`src/rtl/rr_arbiter_4_pkg.sv`:
```
// Shared types, sizes and the round-robin pick function for the 4-way arbiter.
package arb_pkg;

  localparam int NUM_REQ = 4;
  localparam int IDX_W   = 2;

  typedef enum logic {
    ST_IDLE  = 1'b0,
    ST_GRANT = 1'b1
  } arb_state_e;

  // Round-robin winner as a one-hot vector. The requests are rotated so that
  // index last+1 lands on bit 0. A fixed lowest-bit-first pick is made, and
  // the pick is rotated back to the real client positions.
  function automatic logic [NUM_REQ-1:0] rr_pick(input logic [NUM_REQ-1:0] req,
                                                 input logic [IDX_W-1:0]   last);
    logic [2*NUM_REQ-1:0] dbl;
    logic [NUM_REQ-1:0]   rot;
    logic [NUM_REQ-1:0]   pick;
    logic [IDX_W:0]       sh;
    sh   = {1'b0, last} + 1'b1;
    dbl  = {req, req} >> sh;
    rot  = dbl[NUM_REQ-1:0];
    pick = '0;
    for (int i = NUM_REQ - 1; i >= 0; i--) begin
      if (rot[i]) begin
        pick    = '0;
        pick[i] = 1'b1;
      end
    end
    dbl = {pick, pick} << sh;
    return dbl[2*NUM_REQ-1:NUM_REQ];
  endfunction

endpackage

```
`src/rtl/rr_arbiter_4_if.sv`:
```
// Request/grant bundle between the four clients and the arbiter.
interface rr_arbiter_4_if;
  import arb_pkg::*;

  logic [NUM_REQ-1:0] req;
  logic [NUM_REQ-1:0] gnt;
  logic [IDX_W-1:0]   gnt_idx;
  logic               gnt_valid;
  logic               preempt;

  // Client side: drives requests, observes grants.
  modport master (
    output req,
    input  gnt,
    input  gnt_idx,
    input  gnt_valid,
    input  preempt
  );

  // Arbiter side.
  modport slave (
    input  req,
    output gnt,
    output gnt_idx,
    output gnt_valid,
    output preempt
  );
endinterface

```
`src/rtl/rr_arbiter_4_onehot4_to_bin.sv`:
```
// One-hot (4) to binary (2) encoder; output is meaningless for non-one-hot input.
module onehot4_to_bin
  import arb_pkg::*;
(
  input  logic [NUM_REQ-1:0] onehot_i,
  output logic [IDX_W-1:0]   bin_o
);
  assign bin_o[0] = onehot_i[1] | onehot_i[3];
  assign bin_o[1] = onehot_i[2] | onehot_i[3];
endmodule

```
`src/rtl/rr_arbiter_4.sv`:
```
// Four-requester round-robin arbiter. The grant is held while the winner keeps
// requesting, with an optional forced release after MAX_HOLD cycles.
module rr_arbiter_4
  import arb_pkg::*;
#(
  parameter int MAX_HOLD = 16,
  parameter int CNT_W    = 8
) (
  input  logic          clk,
  input  logic          reset_n,
  rr_arbiter_4_if.slave bus
);

  localparam logic [CNT_W-1:0] HOLD_MAX = CNT_W'(MAX_HOLD);
  localparam bit               HOLD_EN  = (MAX_HOLD != 0);

  arb_state_e         state_q, state_d;
  logic [NUM_REQ-1:0] gnt_q, gnt_d;
  logic [IDX_W-1:0]   gnt_idx_q, gnt_idx_d;
  logic               gnt_valid_q;
  logic               preempt_q, preempt_d;
  logic [CNT_W-1:0]   hold_q, hold_d;
  logic [IDX_W-1:0]   last_q, last_d;
  logic [IDX_W-1:0]   enc_idx;

  // The index register is fed from the next-grant vector, so it updates in
  // step with gnt and keeps its old value once the grant goes away.
  onehot4_to_bin u_enc (
    .onehot_i (gnt_d),
    .bin_o    (enc_idx)
  );

  assign gnt_idx_d = (|gnt_d) ? enc_idx : gnt_idx_q;

  // Next-state logic: arbitrate in IDLE; hold, release or preempt in GRANT.
  always_comb begin
    state_d   = state_q;
    gnt_d     = gnt_q;
    hold_d    = hold_q;
    last_d    = last_q;
    preempt_d = 1'b0;
    case (state_q)
      ST_IDLE: begin
        gnt_d = '0;
        if (|bus.req) begin
          gnt_d   = rr_pick(bus.req, last_q);
          state_d = ST_GRANT;
          hold_d  = CNT_W'(1);
        end
      end
      ST_GRANT: begin
        if (!bus.req[gnt_idx_q]) begin
          gnt_d   = '0;
          state_d = ST_IDLE;
          last_d  = gnt_idx_q;
          hold_d  = '0;
        end else if (HOLD_EN && (hold_q >= HOLD_MAX)) begin
          // The winner is still requesting but has used up its slot. Recording
          // it as last drops it to lowest priority for the next arbitration.
          gnt_d     = '0;
          state_d   = ST_IDLE;
          last_d    = gnt_idx_q;
          hold_d    = '0;
          preempt_d = 1'b1;
        end else if (hold_q != {CNT_W{1'b1}}) begin
          hold_d = hold_q + 1'b1;
        end
      end
      default: begin
        state_d = ST_IDLE;
        gnt_d   = '0;
      end
    endcase
  end

  // State and output registers; last resets to 3 so client 0 wins first.
  always_ff @(posedge clk or negedge reset_n) begin
    if (!reset_n) begin
      state_q     <= ST_IDLE;
      gnt_q       <= '0;
      gnt_idx_q   <= '0;
      gnt_valid_q <= 1'b0;
      preempt_q   <= 1'b0;
      hold_q      <= '0;
      last_q      <= IDX_W'(NUM_REQ - 1);
    end else begin
      state_q     <= state_d;
      gnt_q       <= gnt_d;
      gnt_idx_q   <= gnt_idx_d;
      gnt_valid_q <= |gnt_d;
      preempt_q   <= preempt_d;
      hold_q      <= hold_d;
      last_q      <= last_d;
    end
  end

  assign bus.gnt       = gnt_q;
  assign bus.gnt_idx   = gnt_idx_q;
  assign bus.gnt_valid = gnt_valid_q;
  assign bus.preempt   = preempt_q;

endmodule

```
`src/flat_wrapper.sv`:
```
// flat-port wrapper written by rule: the top's interface ports become plain ports
module rr_arbiter_4_flat import arb_pkg::*;
#(
  parameter int MAX_HOLD = 16,
  parameter int CNT_W    = 8
)
  (clk, reset_n, bus_req, bus_gnt, bus_gnt_idx, bus_gnt_valid, bus_preempt);
  rr_arbiter_4_if bus_i ();
  input  logic clk;
  input  logic reset_n;
  input wire logic [$bits(bus_i.req)-1:0] bus_req;
  output wire logic [$bits(bus_i.gnt)-1:0] bus_gnt;
  output wire logic [$bits(bus_i.gnt_idx)-1:0] bus_gnt_idx;
  output wire logic [$bits(bus_i.gnt_valid)-1:0] bus_gnt_valid;
  output wire logic [$bits(bus_i.preempt)-1:0] bus_preempt;
  assign bus_i.req = bus_req;
  assign bus_gnt = bus_i.gnt;
  assign bus_gnt_idx = bus_i.gnt_idx;
  assign bus_gnt_valid = bus_i.gnt_valid;
  assign bus_preempt = bus_i.preempt;
  rr_arbiter_4 #(.MAX_HOLD(MAX_HOLD), .CNT_W(CNT_W)) u_core (.clk(clk), .reset_n(reset_n), .bus(bus_i));
endmodule
```
`config.mk`:
```
export PLATFORM = sky130hd
export DESIGN_NAME = rr_arbiter_4_flat
export DESIGN_NICKNAME = d
export VERILOG_FILES = /design/src/rtl/rr_arbiter_4_pkg.sv /design/src/rtl/rr_arbiter_4_if.sv /design/src/rtl/rr_arbiter_4_onehot4_to_bin.sv /design/src/rtl/rr_arbiter_4.sv /design/src/flat_wrapper.sv
export SDC_FILE = /design/constraint.sdc
export NUM_CORES = 1
export LEC_CHECK = 0
export ABC_AREA = 1
export ABC_CLOCK_PERIOD_IN_PS = 4850
export BUFFER_PORTS_ARGS = -buffer_cell sky130_fd_sc_hd__buf_2
export CELL_PAD_IN_SITES_DETAIL_PLACEMENT = 0
export CELL_PAD_IN_SITES_GLOBAL_PLACEMENT = 2
export CORE_MARGIN = 4
export CORE_UTILIZATION = 34
export CTS_CLUSTER_SIZE = 8
export DETAILED_ROUTE_END_ITERATION = 12
export PLACE_DENSITY_LB_ADDON = 0.1
export SETUP_SLACK_MARGIN = 0.02
export SLEW_MARGIN = 25
export SYNTH_ARGS = -nofsm -noshare
export SYNTH_HDL_FRONTEND = slang
export SYNTH_SLANG_ARGS = --single-unit
```
`constraint.sdc`:
```
create_clock -name clk -period 4.85 [get_ports clk]
set_input_delay 0.2425 -clock clk [delete_from_list [all_inputs] [get_ports clk]]
set_output_delay 0.2425 -clock clk [all_outputs]
set_load 0.03 [all_outputs]
```
-- Yosys cells after proc, flatten, opt, wreduce, memory -nomap -nowiden
Index checks and enable logic that the tools add are counted.
- register bits: 19
- input port bits: 6
- output and inout port bits: 8
- logic and storage cells: 50
- add/subtract/negate cells: 2
- $lt $le $gt $ge: 2
- eq/ne operators: 4
- shifts and indexed selects: 2
- muxes and demuxes: 26
- bitwise gates (word level): 3
- reduce and logical (&&, ||, !) cells: 4
- operator list (kind ; number):
    $mux W4 ; 9
    $mux W8 ; 4
    $pmux W8 S2 ; 1
    $add A8 B1 Y8 const B ; 1
    $ge A8 B5 Y1 const B ; 1
    $ne A8 B8 Y1 const B ; 1
    $pmux W4 S2 ; 1
    $reduce_or A4 Y1 ; 2
    $shl A8 B3 Y8 ; 1
    $shr A8 B3 Y4 ; 1
    $mux W1 ; 7
    $mux W2 ; 2
    $ne A4 B4 Y1 const B ; 1
    $reduce_and A2 Y1 ; 2
    $add A2 B1 Y3 const B ; 1
    $lt A2 B3 Y1 const B ; 1
    $bmux W1 S2 ; 1
    $ne A2 B1 Y1 const B ; 1
    $ne A2 B2 Y1 const B ; 1
    $or A1 B1 Y1 ; 2
    $pmux W1 S2 ; 1
    $not A1 Y1 ; 1

-- Depth between registers and ports, before layout
Gate-level depths: netlist of run 1.
- word-level depth: 12
- depth in mapped cells: 15
- gate-level depth less buffers: 14

-- By module
A second synthesis of run 1 with hierarchy kept.
- cells, all modules: 165
- area total of the unflattened synthesis: 1241.2 µm²
- by module, submodules not included (module ; instances ; cells an instance ; area an instance (µm²) ; seq. area each (µm²)):
    rr_arbiter_4 ; 1 ; 160 ; 1222.4 ; 478.0
    onehot4_to_bin ; 1 ; 5 ; 18.8 ; 0.0

-- Worst setup path before layout of run 1
Ideal clock, no wire load.
- path kind: register to register
- start point: register u_core.last_q[0]
- end point: register u_core.gnt_idx_q[0] (netlist: u_core.bus.gnt_idx[0])
- setup time: 119 ps
- data arrival time: 1485 ps
- data required time: 4731 ps
- path slack: 3246 ps
- stages on the path, launching flop included: 15
- buffers on the path: 1
- period minus slack after synthesis: 1604 ps
- cell sequence: dfstp_2 -> inv_2 -> buf_6 -> nand2_1 -> nand3_1 -> nand2_1 -> nand4_1 -> nand2_1 -> nand2_1 -> nand2_1 -> nand2_1 -> nand2_2 -> nor2_4 -> nand3_1 -> nand2_1
- longest elaborated chain between the ends: 12
- elaborated cells on any way between the ends: 13
- classes of those cells: add/sub: 1; shift: 2; mux: 8; bitwise: 1; reduce/logical: 1
- RTL lines (element ; line ; RTL):
    from (decl) ; rr_arbiter_4.sv:23 ; logic [IDX_W-1:0] last_q, last_d;
    from (signal assigned) ; rr_arbiter_4.sv:85 ; last_q <= IDX_W'(NUM_REQ - 1);
    from (signal assigned) ; rr_arbiter_4.sv:93 ; last_q <= last_d;
    $add A2 B1 Y3 (*) ; rr_arbiter_4_pkg.sv:21 ; sh = {1'b0, last} + 1'b1;
    $shr A8 B3 Y4 ; rr_arbiter_4_pkg.sv:22 ; dbl = {req, req} >> sh;
    $mux W4 (4 in a row) ; rr_arbiter_4_pkg.sv:26 ; if (rot[i]) begin
    $mux W4 ; rr_arbiter_4.sv:45 ; if (|bus.req) begin
    $mux W4 ; rr_arbiter_4.sv:42 ; case (state_q)
    $shl A8 B3 Y8 (*) ; rr_arbiter_4_pkg.sv:31 ; dbl = {pick, pick} << sh;
    $mux W4 (*) ; rr_arbiter_4.sv:45 ;
    $pmux W4 S2 (*) ; rr_arbiter_4.sv:42 ;
    named net u_core.gnt_d[1] ; rr_arbiter_4.sv:18 ; logic [NUM_REQ-1:0] gnt_q, gnt_d;
    $reduce_or A4 Y1 / $or A1 B1 Y1 (equally long branches) ; rr_arbiter_4.sv:33, rr_arbiter_4_onehot4_to_bin.sv:8 ;
    to (signal assigned) ; rr_arbiter_4.sv:89 ; gnt_idx_q <= gnt_idx_d;
    to (decl) ; rr_arbiter_4.sv:19 ; logic [IDX_W-1:0] gnt_idx_q, gnt_idx_d;
Mark *: on every way through the listed nets, which the timed path passes. The rest lies on a longest branch. The select of a mux whose other input is x is not followed.
A chain may end at the register's enable or synchronous reset.

-- Worst setup path in the final report of run 1
- start point: register u_core.last_q[0]
- end point: register u_core.gnt_idx_q[0] (netlist: u_core.bus.gnt_idx[0])
- longest elaborated chain between the ends: 12
- elaborated cells on any way between the ends: 13
- classes of those cells: add/sub: 1; shift: 2; mux: 8; bitwise: 1; reduce/logical: 1
- RTL lines (element ; line ; RTL):
    $add A2 B1 Y3 (*) ; rr_arbiter_4_pkg.sv:21 ;
    $shr A8 B3 Y4 ; rr_arbiter_4_pkg.sv:22 ;
    $mux W4 (4 in a row) ; rr_arbiter_4_pkg.sv:26 ;
    $mux W4 ; rr_arbiter_4.sv:45 ;
    $mux W4 ; rr_arbiter_4.sv:42 ;
    $shl A8 B3 Y8 (*) ; rr_arbiter_4_pkg.sv:31 ;
    $mux W4 (*) ; rr_arbiter_4.sv:45 ;
    $pmux W4 S2 (*) ; rr_arbiter_4.sv:42 ;
    named net u_core.gnt_d[2] ; rr_arbiter_4.sv:18 ;
    $reduce_or A4 Y1 (*) ; rr_arbiter_4.sv:33 ; assign gnt_idx_d = (|gnt_d) ? enc_idx : gnt_idx_q;
Marked as above.

==> metrics.md, run 1 <==
| Metric | Value |
|---|---|
| Syn. warnings | `0` |
| RePlAce Congestion | `0.781` |
| Routed vias/inst | `4.63` |
| Upper clock frequency limit | `0.518 GHz` |
| Final antenna-violating net count | `0` |
| Die W | `66.8 um` |
| Post-Syn Area | `1180 sq um` |
| Drt pass-1 iters | `4` |
| Gate Count Post-Synth | `163` |
| Switching Fraction | `52.4%` |
| Global-route wire length before repair | `4.69 mm` |
| Synthesized area per cell | `7.22 sq um` |
| Worst setup EP type | `flop` |
| # port buffers | `13` |
| Die ar. | `4460 sq um` |
| Routed vias | `1042` |
| Setup violators final | `0` |
| Int Power | `0.416 mW` |
| Synth Area in Compound Gates | `4.79%` |
| Synth cell types | `21` |
| Post-synthesis mux area share | `0%` |
| Slowest CP cell | `dfstp_2` |
| WP depth | `12` |
| Top cell type's share of synthesized area | `36.2%` |
| Post-CTS Setup Bufs | `0` |
| Status | `complete, no violations` |
| Final min period | `1.93 ns` |
| Area grow syn2layout | `12.0%` |
| Placed Cells | `220` |
| Worst R2R Path Depth | `12` |
| I/O pin cnt | `14` |
| Startpoint Class | `flop` |
| All-Layer GR Usage | `13.6%` |
| Worst Tran Pin Value | `0.491 ns` |
| Seq cells post-synth | `19` |
| Max_cap viols | `0` |
| Static leakage | `0.705 nW` |
| Sequential share of power | `32.0%` |
| Crit. Startpoint | `u_core.last_q[0]` |
| Fin. max-slew vios | `0` |
| Setup tns final | `0 ns` |
| R2R Path End | `u_core.bus.gnt_idx[0]` |
| Xor and xnor fraction of the mapped netlist area | `1.49%` |
| Area contributors post-synth | `dfrtp_1 (36%), nand2_1 (16%), nand3_1 (11%), inv_1 (5.1%), dfstp_2 (4.5%)` |
| Initial Util | `35.2%` |
| Clk Latency, worst-skew pair | `0.30 ns` |
| Worst EP required | `5.09 ns` |
| Post-Route Utilization | `39.5%` |
| Number of gates resized after cts | `0` |
| Slew headroom | `67.1%` |
| Register area | `478 sq um` |
| Worst IR drop on VDD | `0.000326 V` |
| Initial antenna violation count | `0` |
| Vias in the first global route | `1073` |
| Unrepaired setup endpoints after global routing | `no` |
| Commonest non-fill, non-tap cell in the layout | `nand2_1` |
| Final Total Pwr | `0.873 mW` |
| Multi-input gate area | `604 sq um` |
| Layout Cells excl Fill | `225` |
| Core area | `3340 sq um` |
| Hold Crit Depth | `5` |
| Crit path max-delay family | `simple AND/OR/NAND/NOR gates` |
| Final Hold Fails | `0` |
| CTS tree | `done` |
| Most frequent cells in the layout | `nand2_1 (49), nand3_1 (25), dfrtp_1 (17)` |
| Arrival @ worst endpoint | `2.17 ns` |
| Register area share after synthesis | `40.6%` |
| Critical Path Most Common Cell | `nand3_1` |
| Buf/Inv on CP | `1` |
| Reported net switching power | `0.457 mW` |
| Clock share of power | `9.1%` |
| Fillers | `393` |
| Synth Net Count | `172` |
| FF-to-FF Start | `u_core.last_q[0]` |
| Setup crit end | `u_core.bus.gnt_idx[0]` |
| # rows | `21` |
| Largest net degree at the start of global routing | `20` |
| Final wirelength | `2.61 mm` |
| DRC viols | `0` |
| Die Y | `66.8 um` |
| Crit path largest cell delay | `0.69 ns` |
| Clock sink count | `19` |
| Ant diodes | `0` |
| Clock buffer depth | `2` |
| Worst-path maximum fanout | `14` |
| Clock skew | `0.0132 ns` |
| Number of buffers created by CTS | `3` |
| Share of cells above drive strength 1 | `20.7%` |
| Final period util | `39.8%` |
| Yosys top cell by area | `dfrtp_1` |
| Hold Path Class | `in2reg` |
| Hold bufs inserted after CTS | `1` |
| R2r setup slk | `2.92 ns` |
| Combinational fraction of design power | `58.9%` |
| Iter 0 DRT Violations | `56` |
| DP HPWL | `2.10 mm` |
| Root Driver | `clkbuf_4` |
| Adder-Cell Fraction of Synth Area | `3.19%` |
| Net count, final | `189` |
| Post-synthesis simple-gate area fraction | `41.9%` |
| Clock-pin transition on the worst setup and hold timing paths | `0.11 ns` |
| Critical path type | `reg2reg` |
| H-Tree Depth | `1` |
| Largest family of logic cells by synthesized area | `simple AND/OR/NAND/NOR gates` |
| Critical path cell sequence | `inv_2 > nand2_1 > nand3_1 > nand2_2 > nor2_1 > nand3_1 > nand3_1 > nand3_1 > nand2_1 > nor2_2 > nand3_1 > nand2_1` |
| Congestion Overflow GR | `0` |
| Avg WL per Cell | `11.6 um` |
| Power per cell area | `662 nW/um^2` |
## final cells by class
| type | instances | share of cell area [%] |
|---|---|---|
| Multi-Input combinational cell | 122 | 45.9 |
| Sequential cell | 19 | 36.3 |
| Timing Repair Buffer | 14 | 5.70 |
| Inverter | 20 | 5.70 |
| Tap cell | 46 | 4.37 |
| Clock buffer | 3 | 1.71 |
| Clock inverter | 1 | 0.380 |
## how the worst min path moves through the flow
stage	start	to	slack, ns
finish	bus_req[2]	u_core.state_q	0.36
global route	bus_req[2]	u_core.hold_q[4]	0.39
CTS	bus_req[2]	u_core.hold_q[4]	0.35
detailed placement	reset_n	u_core.hold_q[6]	0.21
global placement	reset_n	u_core.bus.preempt	0.20
floorplan	reset_n	u_core.bus.gnt[0]	-0.05
## cell families (layout without fill, tap and decap cells)
kind of cell	after synthesis	after routing
DFF	19	19
adders and majority gates	3	3
buffers and inverters	22	38
AOI/OAI and AO/OA	11	11
and+or+nand+nor	106	106
xor gates and xnor gates	2	2
## sequential cells by signal (all words and copies together), names as in the netlist
register	flops
u_core.bus.preempt	1
u_core.last_q	2
u_core.bus.gnt_idx	2
u_core.state_q	1
u_core.bus.gnt	4
u_core.hold_q	8
u_core.bus.gnt_valid	1
## layer usage
metal / part of all wire [%] / vias up / wire length [um] / GRT usage [%]
met5: 0 / - / 0 / 0
met4: 0.34 / 0 / 9 / 3.05
met3: 4.7 / 2 / 124 / 2.87
met2: 43 / 21 / 1140 / 22.4
met1: 51 / 462 / 1350 / 18.3
li1: - / 557 / - / -
## worst min-delay path, delay by kind of cell
kind	cells	cell delay (ns)
AND/OR/NAND/NOR	4	0.28
buffers and inverters	1	0.11
## stage by stage
| stage | hold WS, ns | worst slack [ns] | area [sq um] |
|---|---|---|---|
| 2_1_floorplan | -0.0531 | 3.25 | 1180 |
| 3_3_place_gp | 0.200 | 2.97 | 1280 |
| 3_5_place_dp | 0.207 | 2.93 | 1280 |
| 4_1_cts | 0.348 | 2.90 | 1320 |
| 5_1_grt | 0.387 | 2.72 | 1320 |
| 6_report | 0.355 | 2.92 | 1320 |
## synthesized netlist by cell type
| cell | number |
|---|---|
| nand2_1 | 49 |
| nand3_1 | 25 |
| dfrtp_1 | 17 |
| inv_1 | 16 |
| nor2_1 | 12 |
| nand2_2 | 7 |
| o21ai_0 | 6 |
| inv_2 | 4 |
| nand4_1 | 4 |
| a21oi_1 | 3 |
| ha_1 | 3 |
| nand3_2 | 3 |
| nor2_2 | 3 |
| dfstp_2 | 2 |
| nor3_1 | 2 |
| xor2_1 | 2 |
| a31oi_1 | 1 |
| buf_4 | 1 |
| buf_6 | 1 |
| nor2_4 | 1 |
| o21ai_1 | 1 |
## power groups by stage
stage	Sequential (mW)	Clock, mW	Combinational (mW)
3_5_place_dp	0.282	0	0.521
5_1_grt	0.291	0.0903	0.591
6_report	0.279	0.0796	0.514
4_1_cts	0.280	0.0844	0.522
2_1_floorplan	0.302	0	0.388
3_3_place_gp	0.281	0	0.517
(Power assumes the default switching activity.)
==> inputs of run 2 (changes only) <==
--- a/config.mk
+++ b/config.mk
@@ -5,13 +5,13 @@
 export SDC_FILE = /design/constraint.sdc
 export NUM_CORES = 1
 export LEC_CHECK = 0
-export ABC_AREA = 1
-export ABC_CLOCK_PERIOD_IN_PS = 4850
+export ABC_AREA = 0
+export ABC_CLOCK_PERIOD_IN_PS = 1950
 export BUFFER_PORTS_ARGS = -buffer_cell sky130_fd_sc_hd__buf_2
 export CELL_PAD_IN_SITES_DETAIL_PLACEMENT = 0
 export CELL_PAD_IN_SITES_GLOBAL_PLACEMENT = 2
 export CORE_MARGIN = 4
-export CORE_UTILIZATION = 34
+export CORE_UTILIZATION = 35
 export CTS_CLUSTER_SIZE = 8
 export DETAILED_ROUTE_END_ITERATION = 12
 export PLACE_DENSITY_LB_ADDON = 0.1
==> constraint.sdc (replaced) <==
create_clock -name clk -period 1.95 [get_ports clk]
set_input_delay 0.0975 -clock clk [delete_from_list [all_inputs] [get_ports clk]]
set_output_delay 0.0975 -clock clk [all_outputs]
set_load 0.03 [all_outputs]
==> run 2 against run 1 <==
  * Clock skew is 0.0057 ns lower
  * Die area is 10% lower
  * Worst setup slack worse by 2.9 ns
  * Highest routed layer unchanged
==> metrics.md, run 2 <==
| Metric | Value |
|---|---|
| Number of synthesized flops with an enable pin | `0` |
| Ant diodes | `0` |
| Clock-pin transition on the worst setup and hold timing paths | `0.11 ns` |
| Initial antenna violation count | `0` |
| I/O pin cnt | `14` |
| Max reg flops | `8` |
| Final Hold Fails | `0` |
| Post-synth top flop | `dfrtp_1` |
| Final worst slack | `0.0287 ns` |
| DRC viols | `0` |
| Worst hold slack | `0.270 ns` |
| Critical path type | `reg2reg` |
| Switching Fraction | `43.2%` |
| Synth cell types | `36` |
| H-Tree Depth | `1` |
| Syn. warnings | `0` |
| Die W | `63.2 um` |
| Post-route cell area | `1370 sq um` |
| Asr flop ratio synth | `100%` |
| CTS tree | `done` |
| Yosys top cell by area | `dfrtp_1` |
| Share of cells above drive strength 1 | `41.2%` |
| Avg WL per Cell | `14.4 um` |
| DP Area | `1260 sq um` |
| Worst Tran Pin Value | `0.436 ns` |
| Worst-path maximum fanout | `6` |
| Worst IR drop on VDD | `0.000785 V` |
| Most frequent cells in the layout | `buf_4 (17), dfrtp_1 (16), buf_2 (13)` |
| Slew headroom | `70.9%` |
| Final wirelength | `2.40 mm` |
| Drt pass-1 iters | `4` |
| GRT Max-Usage Layer | `met2` |
| Most frequent cell after synthesis | `dfrtp_1` |
| Vias in the first global route | `917` |
| Synthesized area per cell | `10.2 sq um` |
| Power per cell area | `1650 nW/um^2` |
| Routed vias/inst | `5.29` |
| Post-Syn Area | `1070 sq um` |
| Top reg by flops | `u_core.hold_q` |
| Final min period | `1.92 ns` |
| Startpoint Class | `flop` |
| Reported net switching power | `0.979 mW` |
| RePlAce Congestion | `0.758` |
| Number of buffers created by CTS | `3` |
| Static leakage | `0.667 nW` |
| Fin. max-slew vios | `0` |
| Die ar. | `4000 sq um` |
| Largest net degree at the start of global routing | `20` |
| Global-route wire length before repair | `4.24 mm` |
| R2r setup slk | `0.03 ns` |
| All-Layer GR Usage | `13.2%` |
| Clock share of power | `8.7%` |
| Hold Path Class | `in2async` |
| Register area share after synthesis | `44.8%` |
| Post-synth top cells | `dfrtp_1 (17), inv_1 (9), nand2_1 (9)` |
| Routed vias | `883` |
| Setup tns final | `0 ns` |
| Met3 GRT Util | `2.66%` |
| Unrepaired setup endpoints after global routing | `yes` |
| Worst EP required | `2.12 ns` |
| Final antenna-violating net count | `0` |
| Area grow syn2layout | `28.5%` |
| Upper clock frequency limit | `0.520 GHz` |
| Int Power | `1.29 mW` |
| Net count, final | `146` |
| Clk Latency, worst-skew pair | `0.29 ns` |
| Worst setup EP type | `flop` |
| Sequential share of power | `31.2%` |
| Clock skew | `0.00755 ns` |
| Final period util | `98.5%` |
| Combinational fraction of design power | `60.1%` |
| Congestion Overflow GR | `0` |
| Dpl ws | `-0.00753 ns` |
| Final Total Pwr | `2.27 mW` |
| Clock sink count | `19` |
| Initial Util | `37.7%` |
| Synth Net Count | `114` |
| Seq cells post-synth | `19` |
| Status | `complete, no violations` |
| Max_cap viols | `0` |
| Top cell type's share of synthesized area | `39.9%` |
| Clock buffer depth | `2` |
| Iter 0 DRT Violations | `28` |
| DP HPWL | `1.84 mm` |
| Commonest non-fill, non-tap cell in the layout | `buf_4` |
| # rows | `19` |
| Gate Count Post-Synth | `105` |
| Setup violators final | `0` |
| Die Y | `63.2 um` |
| Root Driver | `clkbuf_4` |
| M1 GR Usage | `18.3%` |
| GR Util met2 | `20.8%` |
| Area contributors post-synth | `dfrtp_1 (40%), dfstp_2 (4.9%), ha_1 (3.5%), inv_1 (3.2%), nand2_1 (3.2%)` |
| # port buffers | `13` |
| Core area | `2830 sq um` |
| Arrival @ worst endpoint | `2.09 ns` |
-- run 2: cell types whose count changed in the layout (fill, tap and decap cells not counted), moves of 3 or more --
cell,change
nor2_1,-8
nand3_2,-3
inv_1,-7
nor2b_1,+4
nand2_1,-40
and2_1,+3
a22o_1,+3
nor4_1,+3
nand2_2,-7
nand3_1,-21
buf_4,+17
-- run 2: worst max-delay path, stage by stage (launching register included) --
cell and delay [ns]:
dfstp_2 0.65, nor2b_4 0.07, or2_4 0.25, a221o_1 0.33, a32oi_2 0.23, buf_4 0.17
nand4_1 0.09
-- run 2: path summary, 6_finish.rpt --
check / start / endpoint / cells past startpoint
worst max register to register: u_core.last_q[0] / u_core.bus.gnt_valid / 6
max in group asynchronous: reset_n / u_core.last_q[0] / 2
worst min register to register: u_core.hold_q[4] / u_core.hold_q[4] / 2
worst min-delay path: reset_n / u_core.bus.gnt[3] / 2
worst max-delay path: u_core.last_q[0] / u_core.bus.gnt_valid / 6
min in group clk: bus_req[3] / u_core.bus.gnt[3] / 4
-- run 2: what timing repair did --
item,4_1_cts,5_1_grt
hold endpoints to repair,17,0
pin swaps,10,4
setup buffers,1,1
resized for setup,12,4
hold buffers,1,0
setup endpoints to repair,3,5
-- run 2: logic make-up after synthesis --
logic type	count (synthesis)	share of synthesized area, %
AND/OR/NAND/NOR	40	20.3
AO/OA/AOI/OAI	26	21.8
flip-flops	19	44.8
buffers and inverters	15	6.68
adder cells (fa/ha/maj)	3	3.52
XOR/XNOR	1	0.821
multiplexers	1	2.11
-- run 2: metrics by stage --
stage | instances | util (%)
6_report | 167 | 48.5
5_1_grt | 167 | 48.5
4_1_cts | 166 | 47.9
3_5_place_dp | 160 | 44.5
3_3_place_gp | 160 | 44.5
2_1_floorplan | 105 | -
-- run 2: final cells by class --
type	count	area (sq um)
inverter	11	41.3
fill	287	1460
tap	31	38.8
clock buffer	3	22.5
sequential	19	479
timing repair buffer	31	203
clock inverter	1	5.00
multi-input combinational	71	582
-- run 2: power by group through the flow --
| stage | Sequential, mW | Clock, mW | Combinational (mW) |
|---|---|---|---|
| CTS | 0.706 | 0.208 | 1.35 |
| detailed placement | 0.692 | 0 | 1.25 |
| finish | 0.708 | 0.196 | 1.36 |
| global placement | 0.683 | 0 | 1.24 |
| global route | 0.736 | 0.227 | 1.50 |
| floorplan | 0.776 | 0 | 0.712 |
-- run 2: per-layer routing --
metal / routed length (um) / share of wire [%]
met1: 1220 / 51
met4: 16 / 0.67
met2: 1070 / 44
met5: 0 / 0
met3: 97 / 4.0
==> inputs of run 3 (changes only) <==
--- a/config.mk
+++ b/config.mk
@@ -15,7 +15,7 @@
 export CTS_CLUSTER_SIZE = 8
 export DETAILED_ROUTE_END_ITERATION = 12
 export PLACE_DENSITY_LB_ADDON = 0.1
-export SETUP_SLACK_MARGIN = 0.02
+export SETUP_SLACK_MARGIN = 0.2
 export SLEW_MARGIN = 25
 export SYNTH_ARGS = -nofsm -noshare
 export SYNTH_HDL_FRONTEND = slang
==> run 3 against run 2 <==
  * Power grew 1.7%
  * Via count grew 2.2%
  * Die area is the same
  * Utilization grew 0.66 points
  * Sequential share of layout area shrank 0.47 points
  * Critical path type unchanged
  * Cell count grew 1.2%
  * Global-route usage is the same
  * Combinational power grew 3%
  * Clock skew shrank 0.0013 ns
  * First-iteration DRC count grew 3.6%
  * Register-to-register slack is essentially flat
  * Worst setup slack lost 0.0015 ns
==> metrics.md, run 3 (synthesis gave the netlist of run 2 again) <==
| Metric | Value |
|---|---|
| Critical path cell sequence | `nor2b_4 > or2_4 > a22o_1 > a221oi_2 > inv_2 > o311ai_2` |
| FF-to-FF Start | `u_core.last_q[0]` |
| Upper clock frequency limit | `0.520 GHz` |
| Crit path max-delay family | `compound AO/OA/AOI/OAI gates` |
| Hold Path Class | `in2async` |
| Placed Cells | `160` |
| Final min period | `1.92 ns` |
| Register area | `479 sq um` |
| Root Driver | `clkbuf_4` |
| Core area | `2830 sq um` |
| Die Y | `63.2 um` |
| I/O pin cnt | `14` |
| Routed vias/inst | `5.34` |
| # rows | `19` |
| Clock skew | `0.00622 ns` |
| R2R Path End | `u_core.bus.gnt_idx[1]` |
| Clock-pin transition on the worst setup and hold timing paths | `0.11 ns` |
| Arrival @ worst endpoint | `2.12 ns` |
| Number of buffers created by CTS | `3` |
| Max reg flops | `8` |
| Final wirelength | `2.42 mm` |
| Commonest non-fill, non-tap cell in the layout | `buf_4` |
| Static leakage | `0.677 nW` |
| Critical path type | `reg2reg` |
| Die ar. | `4000 sq um` |
| Clock buffer depth | `2` |
| Power per cell area | `1660 nW/um^2` |
| DRC viols | `0` |
| Worst Tran Pin Value | `0.433 ns` |
| Worst-path maximum fanout | `6` |
| Clock sink count | `19` |
| H-Tree Depth | `1` |
| CTS tree | `done` |
| WP depth | `6` |
| Share of cells above drive strength 1 | `42.0%` |
| Multi-input gate area | `582 sq um` |
| Top reg by flops | `u_core.hold_q` |
| # port buffers | `13` |
| Ant diodes | `0` |
| Avg WL per Cell | `14.3 um` |
| Initial antenna violation count | `0` |
| Worst IR drop on VDD | `0.000767 V` |
| Slowest CP cell | `dfstp_2` |
| Worst R2R Path Depth | `6` |
| Area grow syn2layout | `30.2%` |
| Post-route cell area | `1390 sq um` |
| Die W | `63.2 um` |
| R2r setup slk | `0.03 ns` |
| Setup crit end | `u_core.bus.gnt_idx[1]` |
| Iter 0 DRT Violations | `29` |
| Worst EP required | `2.15 ns` |
| Clk Latency, worst-skew pair | `0.30 ns` |
| Routed vias | `902` |
| Layout Cells excl Fill | `169` |
| Status | `complete, no violations` |
| Startpoint Class | `flop` |
| Net count, final | `148` |
| Largest net degree at the start of global routing | `20` |
| Buf/Inv on CP | `1` |
| DP Area | `1260 sq um` |
| Global-route wire length before repair | `4.24 mm` |
| Drt pass-1 iters | `4` |
| DP HPWL | `1.84 mm` |
| Congestion Overflow GR | `0` |
| Fillers | `289` |
| Final antenna-violating net count | `0` |
| Max_cap viols | `0` |
| Most frequent cells in the layout | `buf_4 (18), dfrtp_1 (16), buf_2 (13)` |
| Final Hold Fails | `0` |
| RePlAce Congestion | `0.758` |
| Slew headroom | `71.1%` |
| Unrepaired setup endpoints after global routing | `yes` |
| Fin. max-slew vios | `0` |
| Final period util | `98.6%` |
| Crit. Startpoint | `u_core.last_q[0]` |
| Initial Util | `37.7%` |
| Setup violators final | `0` |
| All-Layer GR Usage | `13.2%` |
| Worst setup EP type | `flop` |
| Crit path largest cell delay | `0.65 ns` |
| Vias in the first global route | `918` |
==> run 3: changes by cell type in the layout (fill, tap and decap cells not counted) <==
cell   before  now
buf_4      17   18
buf_6       0    1
==> run 3: worst reg2reg max path, stage by stage, from the launching register on <==
cell,delay (ns)
dfstp_2,0.65
nor2b_4,0.08
or2_4,0.25
a22o_1,0.20
a221oi_2,0.32
inv_2,0.08
o311ai_2,0.26
==> run 3: how the worst min path moves through the flow <==
stage / depth (start not counted) / endpoint / startpoint
6_report: 2 / u_core.bus.gnt[3] / reset_n
5_1_grt: 2 / u_core.bus.gnt_idx[1] / reset_n
4_1_cts: 2 / u_core.bus.gnt[3] / reset_n
3_5_place_dp: 1 / u_core.bus.gnt[0] / reset_n
3_3_place_gp: 1 / u_core.bus.gnt[3] / reset_n
2_1_floorplan: 0 / u_core.bus.gnt[0] / reset_n
==> run 3: final cells by class <==
type                       instances  share of cell area (%)
clock buffer                       3                    1.62
multi-input combinational         71                    41.9
clock inverter                     1                   0.360
sequential                        19                    34.5
timing repair buffer              33                    15.9
inverter                          11                    2.97
tap                               31                    2.79
==> run 3: per-layer routing <==
metal / up-vias / routed length [um] / track usage, % / part of all wire, %
li1: 447 / - / - / -
met1: 432 / 1170 / 18.3 / 49
met2: 23 / 1140 / 20.8 / 47
met3: 0 / 104 / 2.66 / 4.3
met4: 0 / 0 / 4.04 / 0
met5: - / 0 / 0 / 0
==> run 3: what timing repair did <==
item | CTS | global route
hold endpoints to repair | 17 | 0
resized for setup | 13 | 4
hold buffers | 1 | 0
buffers inserted | 1 | 3
setup endpoints to repair | 6 | 7
gates cloned | 0 | 0
pin swaps | 11 | 6
==> run 3: report_power, final <==
group,switching (mW),total [mW],internal (mW)
clock network,0.121,0.197,0.0763
registers,0.159,0.705,0.546
logic,0.707,1.40,0.697
==> run 3: through the flow <==
stage	utilization, %	total power [mW]	setup TNS (ns)	setup WS, ns	hold slack, ns
floorplan	-	1.49	-0.00921	-0.00666	-0.198
global placement	44.5	1.92	-0.0194	-0.0163	0.0708
detailed placement	44.5	1.94	-0.00753	-0.00753	0.0702
CTS	48.0	2.27	0	0.0133	0.281
global route	49.1	2.50	-0.323	-0.0868	0.306
finish	49.1	2.31	0	0.0271	0.267
